`src/rtl/mult16_share_arb.sv`:
```
// ---------------------------------------------------------------------------
// mult16_share_arb
//
// Shares one external 16x16 signed multiplier among NREQ requesters.
// A round-robin arbiter grants at most one requester per cycle. The granted
// operands are registered onto the multiplier inputs. The requester ID
// travels down a tag pipeline whose length matches the multiplier latency.
// Each product is returned on a shared result bus, tagged with the ID of the
// requester that owns it.
//
// Parameters
//   NREQ    : number of requesters (2..8)
//   MUL_LAT : register stages inside the external multiplier (0..4)
//   IDW     : result ID width, clog2(NREQ)
//
// Ports
//   sys_clk   in   clock, rising edge
//   sys_rst   in   synchronous active-high reset
//   hold      in   blocks new grants; in-flight work still drains
//   req_vld   in   [NREQ]      per-requester request valid
//   req_a     in   [NREQ*16]   multiplicands, requester i at [16i+15:16i]
//   req_b     in   [NREQ*16]   multipliers, same packing
//   req_rdy   out  [NREQ]      one-hot grant (combinational)
//   mul_a     out  [16]        registered operand A to the multiplier
//   mul_b     out  [16]        registered operand B to the multiplier
//   mul_vld   out              qualifies mul_a/mul_b
//   mul_p     in   [32]        product, valid MUL_LAT cycles after mul_vld
//   res_vld   out              single-cycle result strobe
//   res_id    out  [IDW]       owner of the result
//   res_p     out  [32]        registered product
//   inflight  out  [3]         accepted operations not yet returned
// ---------------------------------------------------------------------------
module mult16_share_arb #(
    parameter int NREQ    = 4,
    parameter int MUL_LAT = 2,
    parameter int IDW     = $clog2(NREQ)
) (
    input  logic                 sys_clk,
    input  logic                 sys_rst,
    input  logic                 hold,
    input  logic [NREQ-1:0]      req_vld,
    input  logic [NREQ*16-1:0]   req_a,
    input  logic [NREQ*16-1:0]   req_b,
    output logic [NREQ-1:0]      req_rdy,
    output logic [15:0]          mul_a,
    output logic [15:0]          mul_b,
    output logic                 mul_vld,
    input  logic [31:0]          mul_p,
    output logic                 res_vld,
    output logic [IDW-1:0]       res_id,
    output logic [31:0]          res_p,
    output logic [2:0]           inflight
);

    // Unpacked per-requester operand views.
    logic [15:0] a_arr [NREQ];
    logic [15:0] b_arr [NREQ];

    genvar gi;
    generate
        for (gi = 0; gi < NREQ; gi++) begin : g_unpack
            assign a_arr[gi] = req_a[16*gi +: 16];
            assign b_arr[gi] = req_b[16*gi +: 16];
        end
    endgenerate

    logic [IDW-1:0]  ptr_reg;
    logic [IDW-1:0]  ptr_next;
    logic [NREQ-1:0] grant_next;
    logic [IDW-1:0]  grant_idx;
    logic            xfer;

    logic [15:0]     mul_a_reg;
    logic [15:0]     mul_b_reg;
    logic            mul_vld_reg;

    logic [MUL_LAT:0] tag_vld_reg;
    logic [IDW-1:0]   tag_id_reg [MUL_LAT+1];

    logic            res_vld_reg;
    logic [IDW-1:0]  res_id_reg;
    logic [31:0]     res_p_reg;
    logic [2:0]      inflight_reg;

    // Round-robin search. The first pass looks at indices at or above the
    // pointer. The second pass covers the wrapped part below the pointer; it
    // only wins if the first pass found nothing.
    always_comb begin
        grant_next = '0;
        grant_idx  = '0;
        xfer       = 1'b0;
        for (int i = 0; i < NREQ; i++) begin
            if (!xfer && req_vld[i] && (i >= int'(ptr_reg))) begin
                xfer          = 1'b1;
                grant_next[i] = 1'b1;
                grant_idx     = IDW'(i);
            end
        end
        for (int i = 0; i < NREQ; i++) begin
            if (!xfer && req_vld[i]) begin
                xfer          = 1'b1;
                grant_next[i] = 1'b1;
                grant_idx     = IDW'(i);
            end
        end
        if (hold || sys_rst) begin
            grant_next = '0;
            xfer       = 1'b0;
        end
    end

    always_comb begin
        ptr_next = ptr_reg;
        if (xfer) begin
            if (grant_idx == IDW'(NREQ - 1)) begin
                ptr_next = '0;
            end else begin
                ptr_next = grant_idx + IDW'(1);
            end
        end
    end

    // Pointer and registered multiplier operands. The operands keep their
    // last value on idle cycles; only mul_vld drops.
    always_ff @(posedge sys_clk) begin
        if (sys_rst) begin
            ptr_reg     <= '0;
            mul_a_reg   <= '0;
            mul_b_reg   <= '0;
            mul_vld_reg <= 1'b0;
        end else begin
            ptr_reg     <= ptr_next;
            mul_vld_reg <= xfer;
            if (xfer) begin
                mul_a_reg <= a_arr[grant_idx];
                mul_b_reg <= b_arr[grant_idx];
            end
        end
    end

    // Tag pipeline. Stage 0 is loaded together with mul_vld. Stage MUL_LAT
    // therefore lines up with the cycle in which mul_p is valid.
    always_ff @(posedge sys_clk) begin
        if (sys_rst) begin
            tag_vld_reg <= '0;
            for (int s = 0; s <= MUL_LAT; s++) begin
                tag_id_reg[s] <= '0;
            end
        end else begin
            tag_vld_reg[0] <= xfer;
            tag_id_reg[0]  <= grant_idx;
            for (int s = 1; s <= MUL_LAT; s++) begin
                tag_vld_reg[s] <= tag_vld_reg[s-1];
                tag_id_reg[s]  <= tag_id_reg[s-1];
            end
        end
    end

    // Result capture and occupancy count.
    always_ff @(posedge sys_clk) begin
        if (sys_rst) begin
            res_vld_reg  <= 1'b0;
            res_id_reg   <= '0;
            res_p_reg    <= '0;
            inflight_reg <= '0;
        end else begin
            res_vld_reg <= tag_vld_reg[MUL_LAT];
            if (tag_vld_reg[MUL_LAT]) begin
                res_id_reg <= tag_id_reg[MUL_LAT];
                res_p_reg  <= mul_p;
            end
            case ({xfer, res_vld_reg})
                2'b10:   inflight_reg <= inflight_reg + 3'd1;
                2'b01:   inflight_reg <= inflight_reg - 3'd1;
                default: inflight_reg <= inflight_reg;
            endcase
        end
    end

    assign req_rdy  = grant_next;
    assign mul_a    = mul_a_reg;
    assign mul_b    = mul_b_reg;
    assign mul_vld  = mul_vld_reg;
    assign res_vld  = res_vld_reg;
    assign res_id   = res_id_reg;
    assign res_p    = res_p_reg;
    assign inflight = inflight_reg;

endmodule

```
`config.mk`:
```
export PLATFORM = sky130hd
export DESIGN_NAME = mult16_share_arb
export DESIGN_NICKNAME = d
export VERILOG_FILES = /design/src/rtl/mult16_share_arb.sv
export SDC_FILE = /design/constraint.sdc
export NUM_CORES = 1
export LEC_CHECK = 0
export CAP_MARGIN = 5
export CORE_ASPECT_RATIO = 1.25
export CORE_MARGIN = 3
export CORE_UTILIZATION = 38
export CTS_CLUSTER_SIZE = 12
export DETAILED_ROUTE_END_ITERATION = 10
export HOLD_SLACK_MARGIN = 0.03
export PLACE_DENSITY = 0.79
export SKIP_LAST_GASP = 1
export SLEW_MARGIN = 20
export SYNTH_ARGS = -nofsm -noshare
export SYNTH_HDL_FRONTEND = slang
export SYNTH_SLANG_ARGS = --single-unit
```
`constraint.sdc`:
```
create_clock -name sys_clk -period 3.1 [get_ports sys_clk]
set_clock_uncertainty 0.2 [all_clocks]
set_input_delay 0.31 -clock sys_clk [delete_from_list [all_inputs] [get_ports sys_clk]]
set_output_delay 0.31 -clock sys_clk [all_outputs]
set_load 0.01 [all_outputs]
```
==> results.txt, run 1 <==
* Run status: completed
- Excluding fillers, the count of instances in the completed layout stands at approximately 850.
- TritonCTS created 9 clock buffers.
- Type of the tightest min-delay check: in2reg
- Before antenna repair, the detailed router went through 4 iterations.
- STA puts the critical path data required time at 2590 ps.
- Largest net degree at the start of global routing: 65
- Final Hold Violating Endpoints: 0
* Share of the cycle needed by the critical path after routing: 83.40%
- I/O Buffers: around 240
- Max-cap violations in this run came to 0.
- Post-Place Cells: 833
- In this run the tightest slew margin relative to its limit is between 30% and 40%.
- By area the synthesized netlist is led by sky130_fd_sc_hd__dfxtp_1 (39%), sky130_fd_sc_hd__a211oi_1 (12%), sky130_fd_sc_hd__mux2i_1 (8.2%), sky130_fd_sc_hd__nor4b_1 (6.8%), sky130_fd_sc_hd__nand2_1 (6.1%).
* VDD IR-drop max: 242.4 uV
- Post-Route Hold Slack: 104.8 ps
- Synthesized area divided by synthesized cell count: 8.391 sq um
- Syn-to-layout area delta: 67.61%
- Overall track demand over capacity in global routing: 22.40%
* Number of clock sinks: 81
* Ranking of synthesized cells by instance count: sky130_fd_sc_hd__dfxtp_1 (81), sky130_fd_sc_hd__nand2_1 (67), sky130_fd_sc_hd__a211oi_1 (65), sky130_fd_sc_hd__nor2_1 (49), sky130_fd_sc_hd__mux2i_1 (34)
* Top FF cell, synth: sky130_fd_sc_hd__dfxtp_1
* Post_cts resized: 0
- Starting utilization of the core area: 39.05%
- Library cell with the largest summed area after synthesis: sky130_fd_sc_hd__dfxtp_1
- # DRC: 0
- The die covers 12210 sq um.
- Antenna violations before repair: 0
- The first global-routing pass estimated 21.85 mm of wire.
- In this run the biggest area consumer among cell types represents 39.12% of the synthesized area.
- Setup violations remaining at the end of the flow were counted as 0.
- Clock Latency Late Sink: 330 ps
* Unrepaired setup endpoints after global routing: false
- Async SR Flop Fraction: 0%
* Pwr Density: 420.2 nW/um^2
* Slew at the pin with the worst max-slew slack: 1041 ps
- STA classifies the critical path startpoint as a flop.
* Root Driver: sky130_fd_sc_hd__clkbuf_16
* CTS tree: built
* IO Count: between 200 and 250
- Antenna-violating nets left: 0
* Die Y: between 100 and 150 microns
* Wire per inst: 16.90 microns
- Mapped Area: just over 4000 sq um
- Counting every net in the synthesized netlist gives 663.
- Yosys mapped a number of flops with a built-in enable equal to 0.
- The layout has 900 filler cells.
* Row count: 42
- Sequential elements use 39.12% of the synthesized area.
- Vias post-DR: 4611
* Post-DR vias/cell: about 5.4
- Derived from the worst setup path, the maximum achievable clock frequency is 386.8 MHz.
* Number of synthesized register bits: around 80
- Of all nets on the critical path, the largest fanout is 7.
- Total of warnings raised by yosys: 0
- H-tree depth reported by CTS: 3
- After legalization and detailed placement, the total HPWL measured 10.50 mm.
* Gate count after technology mapping: 494
* Number of nets at the end of the flow: 881
- The number of global-route vias before repair came to 4410.
- Total grt overflow: 0
- The setup path with the least slack is of type reg2out.
- Hold-fix buffers at CTS: 0
* Final routed wirelength across all metal layers: ~14 mm
- After layout, the minimum clock period comes to approximately 2600 ps.
- The die is 99.42 microns wide.
- Cells with a size suffix above 1 make up between 5 and 6% of the layout.
- Count of routing violations after the opening detailed-route iteration: around 240
- Yosys instantiated no cell more often than sky130_fd_sc_hd__dfxtp_1.
- Clock tree buffer depth: 2
* Final slew viol count: 0
- In this run, distinct cell masters in the synthesized netlist total 33.
- Number of flip-flops in the largest register: 32
- Data arrives at the worst endpoint at 2080 ps.
* Ant diodes: 0
- Clock-pin slew was measured on the worst setup and hold paths at approximately 70 ps.
- The design draws 2.920 mW.
- Post-CTS timing repair inserted 0 buffers for setup.
- Leakage: 2.447 nW
- Crit path capture type: output pin
- At the end of routability-driven placement, the weighted congestion stood at 0.8246.
- For the final routed database, the setup TNS stands at 0 ps.
* Area of the placeable core: 10620 sq um
-- worst paths after layout --
kind,to,cells after the start,start,slack (ps)
worst max-delay path,req_rdy[2],6,ptr_reg[0],510
worst min-delay path,res_p[24],2,sys_rst,100
worst max register to register,mul_a[1],6,ptr_reg[1],660
worst min register to register,tag_id_reg[2][0],1,tag_id_reg[1][0],230
-- critical path, cell delays in order (launching register included) --
cell	delay [ps]
sky130_fd_sc_hd__dfxtp_1	520
sky130_fd_sc_hd__inv_1	150
sky130_fd_sc_hd__o22a_1	230
sky130_fd_sc_hd__nor2_1	90
sky130_fd_sc_hd__o211ai_1	130
sky130_fd_sc_hd__inv_1	80
sky130_fd_sc_hd__clkdlybuf4s50_1	550
-- kinds of logic after synthesis --
family | Yosys count | synth area share (%)
compound gates | 119 | 20.92
xor+xnor | 2 | 0.4227
fa+ha+maj | 2 | 0.7848
buf+inv | 60 | 6.761
flops | 81 | 39.12
mux | 34 | 8.210
simple gates | 196 | 23.79
-- layout make-up --
class	count	area, sq um	share of cell area [%]
clock inverters	4	33.78	0.4862
inverters	7	26.28	0.3782
clock buffers	12	256.5	3.692
repair buffers	260	2575	37.06
well taps	132	165.2	2.377
flip-flops and latches	81	1623	23.36
multi-input cells	353	2268	32.65
-- per-layer routing --
metal	wire length, microns	up-vias	global-route usage [%]
met5	0	-	0
met2	7241	211	39.92
met1	5606	2125	25.37
met3	1077	32	4.946
met4	418	0	10.25
li1	-	2243	-
-- through the flow --
stage / instance area (sq um) / util (%) / worst slack, ps
final: 6948 / 65.45 / 514.6
after floorplan: 4145 / - / 265.7
after global routing: 6948 / 65.45 / 400.2
after detailed placement: 6658 / 62.72 / 239.0
after CTS: 6948 / 65.45 / 517.7
after global placement: 6658 / 62.72 / 324.0
-- power breakdown --
group / total (mW) / switching [mW] / leakage, nW / internal [mW]
logic: 0.750 / 0.326 / 1.65 / 0.424
clock network: 1.03 / 0.432 / 0.140 / 0.594
registers: 1.14 / 0.0416 / 0.662 / 1.10
total: 2.92 / 0.800 / 2.45 / 2.12
-- placed cells by master (no fill, tap or decap), types with 9 or more instances in the layout --
master and instances:
sky130_fd_sc_hd__a211oi_1 65, sky130_fd_sc_hd__nand2_1 67, sky130_fd_sc_hd__mux2i_1 34, sky130_fd_sc_hd__clkdlybuf4s50_1 240, sky130_fd_sc_hd__clkbuf_16 9, sky130_fd_sc_hd__buf_4 17
sky130_fd_sc_hd__o31ai_1 32, sky130_fd_sc_hd__nor4b_1 32, sky130_fd_sc_hd__nor2_1 48, sky130_fd_sc_hd__nor3_1 32, sky130_fd_sc_hd__dfxtp_1 80, sky130_fd_sc_hd__a21oi_1 9
No activity file was read; power rests on OpenSTA's default activity.
==> inputs of run 2 (changes only) <==
==> constraint.sdc (replaced) <==
create_clock -name sys_clk -period 2.5 [get_ports sys_clk]
set_clock_uncertainty 0.2 [all_clocks]
set_input_delay 0.25 -clock sys_clk [delete_from_list [all_inputs] [get_ports sys_clk]]
set_output_delay 0.25 -clock sys_clk [all_outputs]
set_load 0.01 [all_outputs]
==> run 2 against run 1 <==
Against the previous run: via count rose by 1.5%; final area rose by 2.3%; non-clock buffer count rose by 6; worst setup slack got worse by 400 ps; critical endpoint is now req_rdy[0]; total power rose by 30%; largest power group is now clock; die area did not move; first-iteration DRC count rose by 2.5%.
==> results.txt, run 2 (synthesis gave the netlist of run 1 again) <==
* Number of global-route vias before repair: 4653 (+5.5%)
* Number of nets at the end of the flow: 887 (+0.68%)
- Commonest non-fill, non-tap cell in the layout: sky130_fd_sc_hd__clkdlybuf4s50_1
- Number of maximum-capacitance violations: 0 (unchanged)
* Logic gate share of total power: 25.5% (-0.2 points)
- Largest net degree at the start of global routing: 49 (-25%)
- The final cell count without fillers came to 854 (+0.59%).
- Post-CTS Repair Setup Buffers: 0 (unchanged)
* Worst path required time: 2050 ps (-540 ps)
* Die X: 99.42 microns (unchanged)
* Antenna violations before repair: 0 (unchanged)
- The worst register-to-register path ends at mul_b[3].
- Count of routing violations after the opening detailed-route iteration: 243 (+2.5%)
- Endpoints failing setup: 0 (unchanged)
* VDD IR-drop max: 267.6 uV (+10%)
- The post-detailed-route count of antenna-violating nets came to 0 (unchanged).
- Arrival time of the worst setup path: 1930 ps (-150 ps)
- Part of the total power dissipated in sequential elements: 37.1% (-2.1 points)
- Last weighted congestion value of the routability-driven placer: 0.8140 (-1.3%)
- Run status: completed
- The number of cells traversed by the worst register-to-register path came to 6 (unchanged).
- Slew at the pin with the worst max-slew slack: 543.5 ps (-497.6 ps)
- The worst setup path is captured at an output pin.
* Worst setup path start: req_vld[1]
* First-pass GRT wire length: 22.67 mm (+3.8%)
- The number of flip-flops under the largest register name came to 32 (unchanged).
- Largest fanout of any net on the critical path: 7 (unchanged)
* Unrepaired setup endpoints after global routing: false
- Final slew viol count: 0 (unchanged)
- Ant diodes: 0 (unchanged)
* H-tree depth reported by CTS: 3 (unchanged)
* Vias post-DR: 4678 (+1.5%)
- I/O Buffers: 241 (unchanged)
- Area of the placeable core: 10620 sq um (unchanged)
- Post_cts resized: 0 (unchanged)
* Setup Crit Path Kind: in2out
* Number of buffers added by the clock tree synthesis step: 9 (unchanged)
- Static timing analysis puts the maximum clock frequency at between 400 and 500 MHz.
* Hold-fix buffers at CTS: 1 (+1)
* Root Driver: sky130_fd_sc_hd__clkbuf_16
- TritonCTS built the clock tree.
- The clock period could shrink to 2381 ps.
- The number of vias per cell is 5.478 (+0.86%).
- Overall track demand over capacity in global routing: 23.30% (+0.90 points)
- Wire per inst: 17.32 microns (+2.5%)
* Start of the worst register-to-register path: ptr_reg[1]
- Type of the tightest min-delay check: in2reg
* # DRC: 0 (unchanged)
- Starting utilization of the core area: 39.05% (unchanged)
- The maximum number of buffers from clock root to sink came to 2 (unchanged).
* Post-Place Cells: 838 (+0.60%)
- The clock latency of the later-clocked register in the worst-skew pair is 330 ps (about the same).
- The clock sink count is 81 (unchanged).
- The clock transition at the registers of the reported paths came to 60 ps (about the same).
- Switching share of power: 25.33% (-2.1 points)
- Post-route core utilization: 66.93% (+1.5 points)
- The layout cell share with drive strength beyond 1 came to 6.925% (+0.93 points).
* Int Pwr: 2.840 mW (+34%)
- Total grt overflow: 0 (unchanged)
- Type of element launching the critical path: input pin
- Die Y: 122.8 microns (unchanged)
* Detailed Routing Iterations Pass 1: 5 (+1)
* Reported net switching power: 0.9633 mW (+20%)
* Commonest cells after routing, fill and taps aside: sky130_fd_sc_hd__clkdlybuf4s50_1 (240), sky130_fd_sc_hd__dfxtp_1 (80), sky130_fd_sc_hd__nand2_1 (67)
- The ratio of total power to cell area came to 535.3 nW/um^2 (+27%).
* IO Count: 242 (unchanged)
- Die Footprint: 12210 sq um (unchanged)
- Row count: 42 (unchanged)
* Share of total power in the clock network: 37.4% (+2.2 points)
- R2R setup slack: 510 ps (-150 ps)
- Relative slew margins: 63.77% (+33 points)
* Syn-to-layout area delta: 71.39%
- Final Hold Violating Endpoints: 0 (unchanged)
* Critical path destination: req_rdy[0]
- Share of the cycle needed by the critical path after routing: 95.22%
- The leakage power summed over all cells came to 2.521 nW (+3.0%).
- Filler Cells Inserted: 854 (-5.1%)
- Sum of net half-perimeters after detailed placement: 10.94 mm (+4.2%)
- Final routed wirelength across all metal layers: 14.79 mm (+3.1%)
[run 2: layout make-up]
| cell class | instances | area, sq um | share of cell area (%) |
|---|---|---|---|
| Timing Repair Buffer | 266 | 2685 | 37.80 |
| Clock buffer | 11 | 252.7 | 3.558 |
| Clock inverter | 4 | 76.32 | 1.074 |
| Inverter | 7 | 27.53 | 0.3875 |
| Multi-Input combinational cell | 353 | 2275 | 32.02 |
| Tap cell | 132 | 165.2 | 2.325 |
| Sequential cell | 81 | 1623 | 22.84 |
[run 2: worst min-delay path by stage]
stage / start / slack [ps] / cells after the start / endpoint
floorplan: hold / 130 / 1 / tag_vld_reg[0]
global placement: tag_id_reg[1][0] / 220 / 1 / tag_id_reg[2][0]
detailed placement: tag_id_reg[1][0] / 230 / 1 / tag_id_reg[2][0]
CTS: sys_rst / 210 / 4 / ptr_reg[1]
global route: sys_rst / 240 / 4 / ptr_reg[1]
finish: sys_rst / 220 / 4 / ptr_reg[1]
[run 2: metal layers]
| metal | GRT usage (%) | vias up | wire length (microns) |
|---|---|---|---|
| met1 | 25.71 | 2143 | 5472 |
| met3 | 7.845 | 22 | 1604 |
| li1 | - | 2253 | - |
| met4 | 9.991 | 0 | 299 |
| met2 | 40.67 | 260 | 7414 |
| met5 | 0 | - | 0 |
[run 2: stage by stage]
| step | TNS [ps] | instance area, sq um | hold slack [ps] | setup slack [ps] | power (mW) |
|---|---|---|---|---|---|
| 6_report | 0 | 7104 | 224.2 | 119.4 | 3.803 |
| 5_1_grt | 0 | 7104 | 241.3 | 46.79 | 3.957 |
| 4_1_cts | 0 | 7104 | 208.4 | 105.5 | 3.833 |
| 3_5_place_dp | -186.7 | 6765 | 226.4 | -186.7 | 2.402 |
| 3_3_place_gp | -175.2 | 6765 | 217.4 | -175.2 | 2.381 |
| 2_1_floorplan | 0 | 4163 | 134.5 | 10.88 | 1.873 |
[run 2: worst max-delay path, cell delays in order]
cell                              delay [ps]
sky130_fd_sc_hd__clkdlybuf4s50_1         430
sky130_fd_sc_hd__buf_4                   180
sky130_fd_sc_hd__nor2_1                  180
sky130_fd_sc_hd__a21oi_1                  60
sky130_fd_sc_hd__o21ai_0                 130
sky130_fd_sc_hd__and3_1                  160
sky130_fd_sc_hd__clkdlybuf4s50_1         540
[run 2: power groups by stage]
stage / Clock, mW / Sequential, mW / Combinational (mW)
floorplan: 0 / 1.46 / 0.411
global placement: 0 / 1.43 / 0.946
detailed placement: 0 / 1.44 / 0.965
CTS: 1.45 / 1.41 / 0.971
global route: 1.49 / 1.42 / 1.04
finish: 1.42 / 1.41 / 0.969
==> inputs of run 3 (changes only) <==
--- a/config.mk
+++ b/config.mk
@@ -13,8 +13,8 @@
 export DETAILED_ROUTE_END_ITERATION = 10
 export HOLD_SLACK_MARGIN = 0.03
 export PLACE_DENSITY = 0.79
+export SETUP_SLACK_MARGIN = 0.2
 export SKIP_LAST_GASP = 1
-export SLEW_MARGIN = 20
 export SYNTH_ARGS = -nofsm -noshare
 export SYNTH_HDL_FRONTEND = slang
 export SYNTH_SLANG_ARGS = --single-unit
==> run 3 against run 2 <==
Against the previous run: die area unchanged; final cell count increased by 0.59%; maximum frequency increased by 6.3%; largest cell class unchanged.
==> results.txt, run 3 (synthesis gave the netlist of run 1 again) <==
- Number of clock sinks: 81 (unchanged)
- The flop-to-flop setup slack came to 410 ps (-100 ps).
- Detailed Routing Iterations Pass 1: 7 (+2)
- Share of final-layout standard cells stronger than drive strength 1: 8.116% (+1.2 points)
- Antenna violations before repair: 0 (unchanged)
- Starting utilization of the core area: 39.05% (unchanged)
* Count of routing violations after the opening detailed-route iteration: 165 (-32%)
- Pre-CTS setup slack: -57.96 ps (+128.7 ps)
- The highest achievable clock rate is 446.4 MHz (+6.3%).
* Die Y: 122.8 microns (unchanged)
* Syn-to-layout area delta: 71.84%
* Number of global-route vias before repair: 4661 (+0.17%)
- Number of maximum-capacitance violations: 0 (unchanged)
- The quantity of I/O buffers inserted on ports was 241 (unchanged).
* Antenna-violating nets left: 0 (unchanged)
- The global placer's final weighted congestion is 0.8431 (+3.6%).
- Top metal layer carrying routed signals: met4
- The total placed instance area was 6794 sq um (+0.43%).
- The site row count was 42 (unchanged).
- Final slew viol count: 0 (unchanged)
- The cell depth of the worst min-delay path came to 4 (unchanged).
* Slew at the pin with the worst max-slew slack: 513.2 ps (-30.36 ps)
* Final critical-path required period: 2240 ps (-140.6 ps)
* Clock Latency Late Sink: 330 ps (about the same)
* Commonest non-fill, non-tap cell in the layout: sky130_fd_sc_hd__clkdlybuf4s50_1
- The number of flip-flops under the largest register name came to 32 (unchanged).
- The total number of vias was 4677 (-0.021%).
* Worst-case setup margin in the final layout: 259.9 ps (+140.6 ps)
- Total negative setup slack: 0 ps (unchanged)
- H-tree depth reported by CTS: 3 (unchanged)
- M1 WL: 5.721 mm (+4.6%)
* Summed area of non-filler cells in the final layout: 7123 sq um (+0.26%)
* Setup Crit Path Kind: reg2out
- Worst-case hold path end point: ptr_reg[1]
- Largest fanout of any net on the critical path: 4 (-3)
- Area of the placeable core: 10620 sq um (unchanged)
- Clock tree synthesis selected as its root buffer the cell sky130_fd_sc_hd__clkbuf_16.
* Largest net degree at the start of global routing: 49 (unchanged)
- Leaving out fill and tap cells, the most frequent cells in the layout are sky130_fd_sc_hd__clkdlybuf4s50_1 (234), sky130_fd_sc_hd__dfxtp_1 (79), sky130_fd_sc_hd__nand2_1 (67).
- The final wirelength is 14.53 mm (-1.8%).
- The leakage power summed over all cells came to 2.562 nW (+1.6%).
* Clock slew at the register clock pins of the worst setup and hold paths: 60 ps (about the same)
- Amount of wire on met2 after detailed routing: 7.297 mm (-1.6%)
- The data arrival time of the critical path came to 1790 ps (-140 ps).
- Post-DR vias/cell: 5.445 (-0.60%)
- The first-pass GRT wire length came to 22.30 mm (-1.6%).
- Hold wc startpoint: sys_rst
* IO Count: 242 (unchanged)
- Type of element launching the critical path: flop
- Die X: 99.42 microns (unchanged)
- TritonCTS built the clock tree.
- The min-delay analysis places its worst path in the category in2reg.
- The ratio of total power to cell area was 521.9 nW/um^2 (-2.5%).
* Worst path required time: 2050 ps (about the same)
* Number of cells on the worst reg-to-reg path: 6 (unchanged)
* Post-CTS Repair Setup Buffers: 0 (unchanged)
- The number of clock buffers inserted by TritonCTS was 9 (unchanged).
* Run status: completed
- Unrepaired setup endpoints after global routing: true
- Share of the cycle needed by the critical path after routing: 89.60% (-5.6 points)
* Clock tree buffer depth: 2 (unchanged)
* # DRC: 0 (unchanged)
- Number of nets at the end of the flow: 891 (+0.45%)
- Ant diodes: 0 (unchanged)
- The count of final setup violators is 0 (unchanged).
- The highest ir drop seen on vdd is 289.1 uV (+8.0%).
* Die Footprint: 12210 sq um (unchanged)
- The total length of routed met3 wires was 1.078 mm (-33%).
- Final Hold Violating Endpoints: 0 (unchanged)
* Relative slew margins: 65.79% (+2.0 points)
* Start of the worst register-to-register path: ptr_reg[1]
- Total grt overflow: 0 (unchanged)
- Terminus of the critical flop-to-flop path: mul_a[8]
- Crit path capture type: output pin
- Overall track demand over capacity in global routing: 22.74% (-0.56 points)
- Wire per inst: 16.92 microns (-2.3%)
- The detailed-placement wirelength estimate is 10.94 mm (about the same).
## run 3: through the flow
stage               utilization [%]  hold WS, ps  instances  total power [mW]
CTS                           67.00        141.1        859             3.747
floorplan                         -        127.4        494             1.878
global placement              64.00        215.4        842             2.390
finish                        67.10        149.9        859             3.717
detailed placement            64.00        223.9        842             2.412
global route                  67.10        191.0        859             3.876
## run 3: worst max-delay path: stages (launching register included)
cell and delay (ps):
sky130_fd_sc_hd__dfxtp_1 330, sky130_fd_sc_hd__inv_1 80, sky130_fd_sc_hd__o22a_1 220, sky130_fd_sc_hd__nor2_2 90
sky130_fd_sc_hd__o211ai_1 130, sky130_fd_sc_hd__inv_1 80, sky130_fd_sc_hd__clkdlybuf4s50_1 530
## run 3: what timing repair did
item,4_1_cts,5_1_grt
resized for setup,6,4
hold buffers,1,0
pin swaps,0,1
setup endpoints to repair,4,2
endpoints found under the hold margin,2,0
## run 3: area by class of cell
class	instances	area (sq um)
clock inverters	4	51.30
flip-flops and latches	81	1624
clock buffers	12	256.5
multi-input cells	353	2301
inverters	7	27.53
fillers	864	3492
repair buffers	270	2698
well taps	132	165.2
## run 3: power by group
| group | total (mW) | internal, mW | switching (mW) |
|---|---|---|---|
| clock | 1.33 | 0.828 | 0.503 |
| sequential | 1.41 | 1.37 | 0.0430 |
| combinational | 0.976 | 0.553 | 0.423 |
| total | 3.72 | 2.75 | 0.969 |
## run 3: worst max-delay path by stage
stage / startpoint / to / slack [ps] / cells after the start
final: ptr_reg[0] / req_rdy[2] / 260 / 6
after detailed placement: req_vld[2] / inflight[2] / -60 / 10
after global routing: ptr_reg[0] / req_rdy[2] / 160 / 6
after CTS: req_vld[3] / req_rdy[2] / 90 / 7
after floorplan: req_vld[1] / inflight[2] / 190 / 11
after global placement: req_vld[2] / inflight[2] / -10 / 10
## run 3: metal layers
metal	global-route usage, %	vias up
li1	-	2269
met1	25.42	2147
met2	40.76	229
met3	4.719	32
met4	11.27	0
met5	0	-
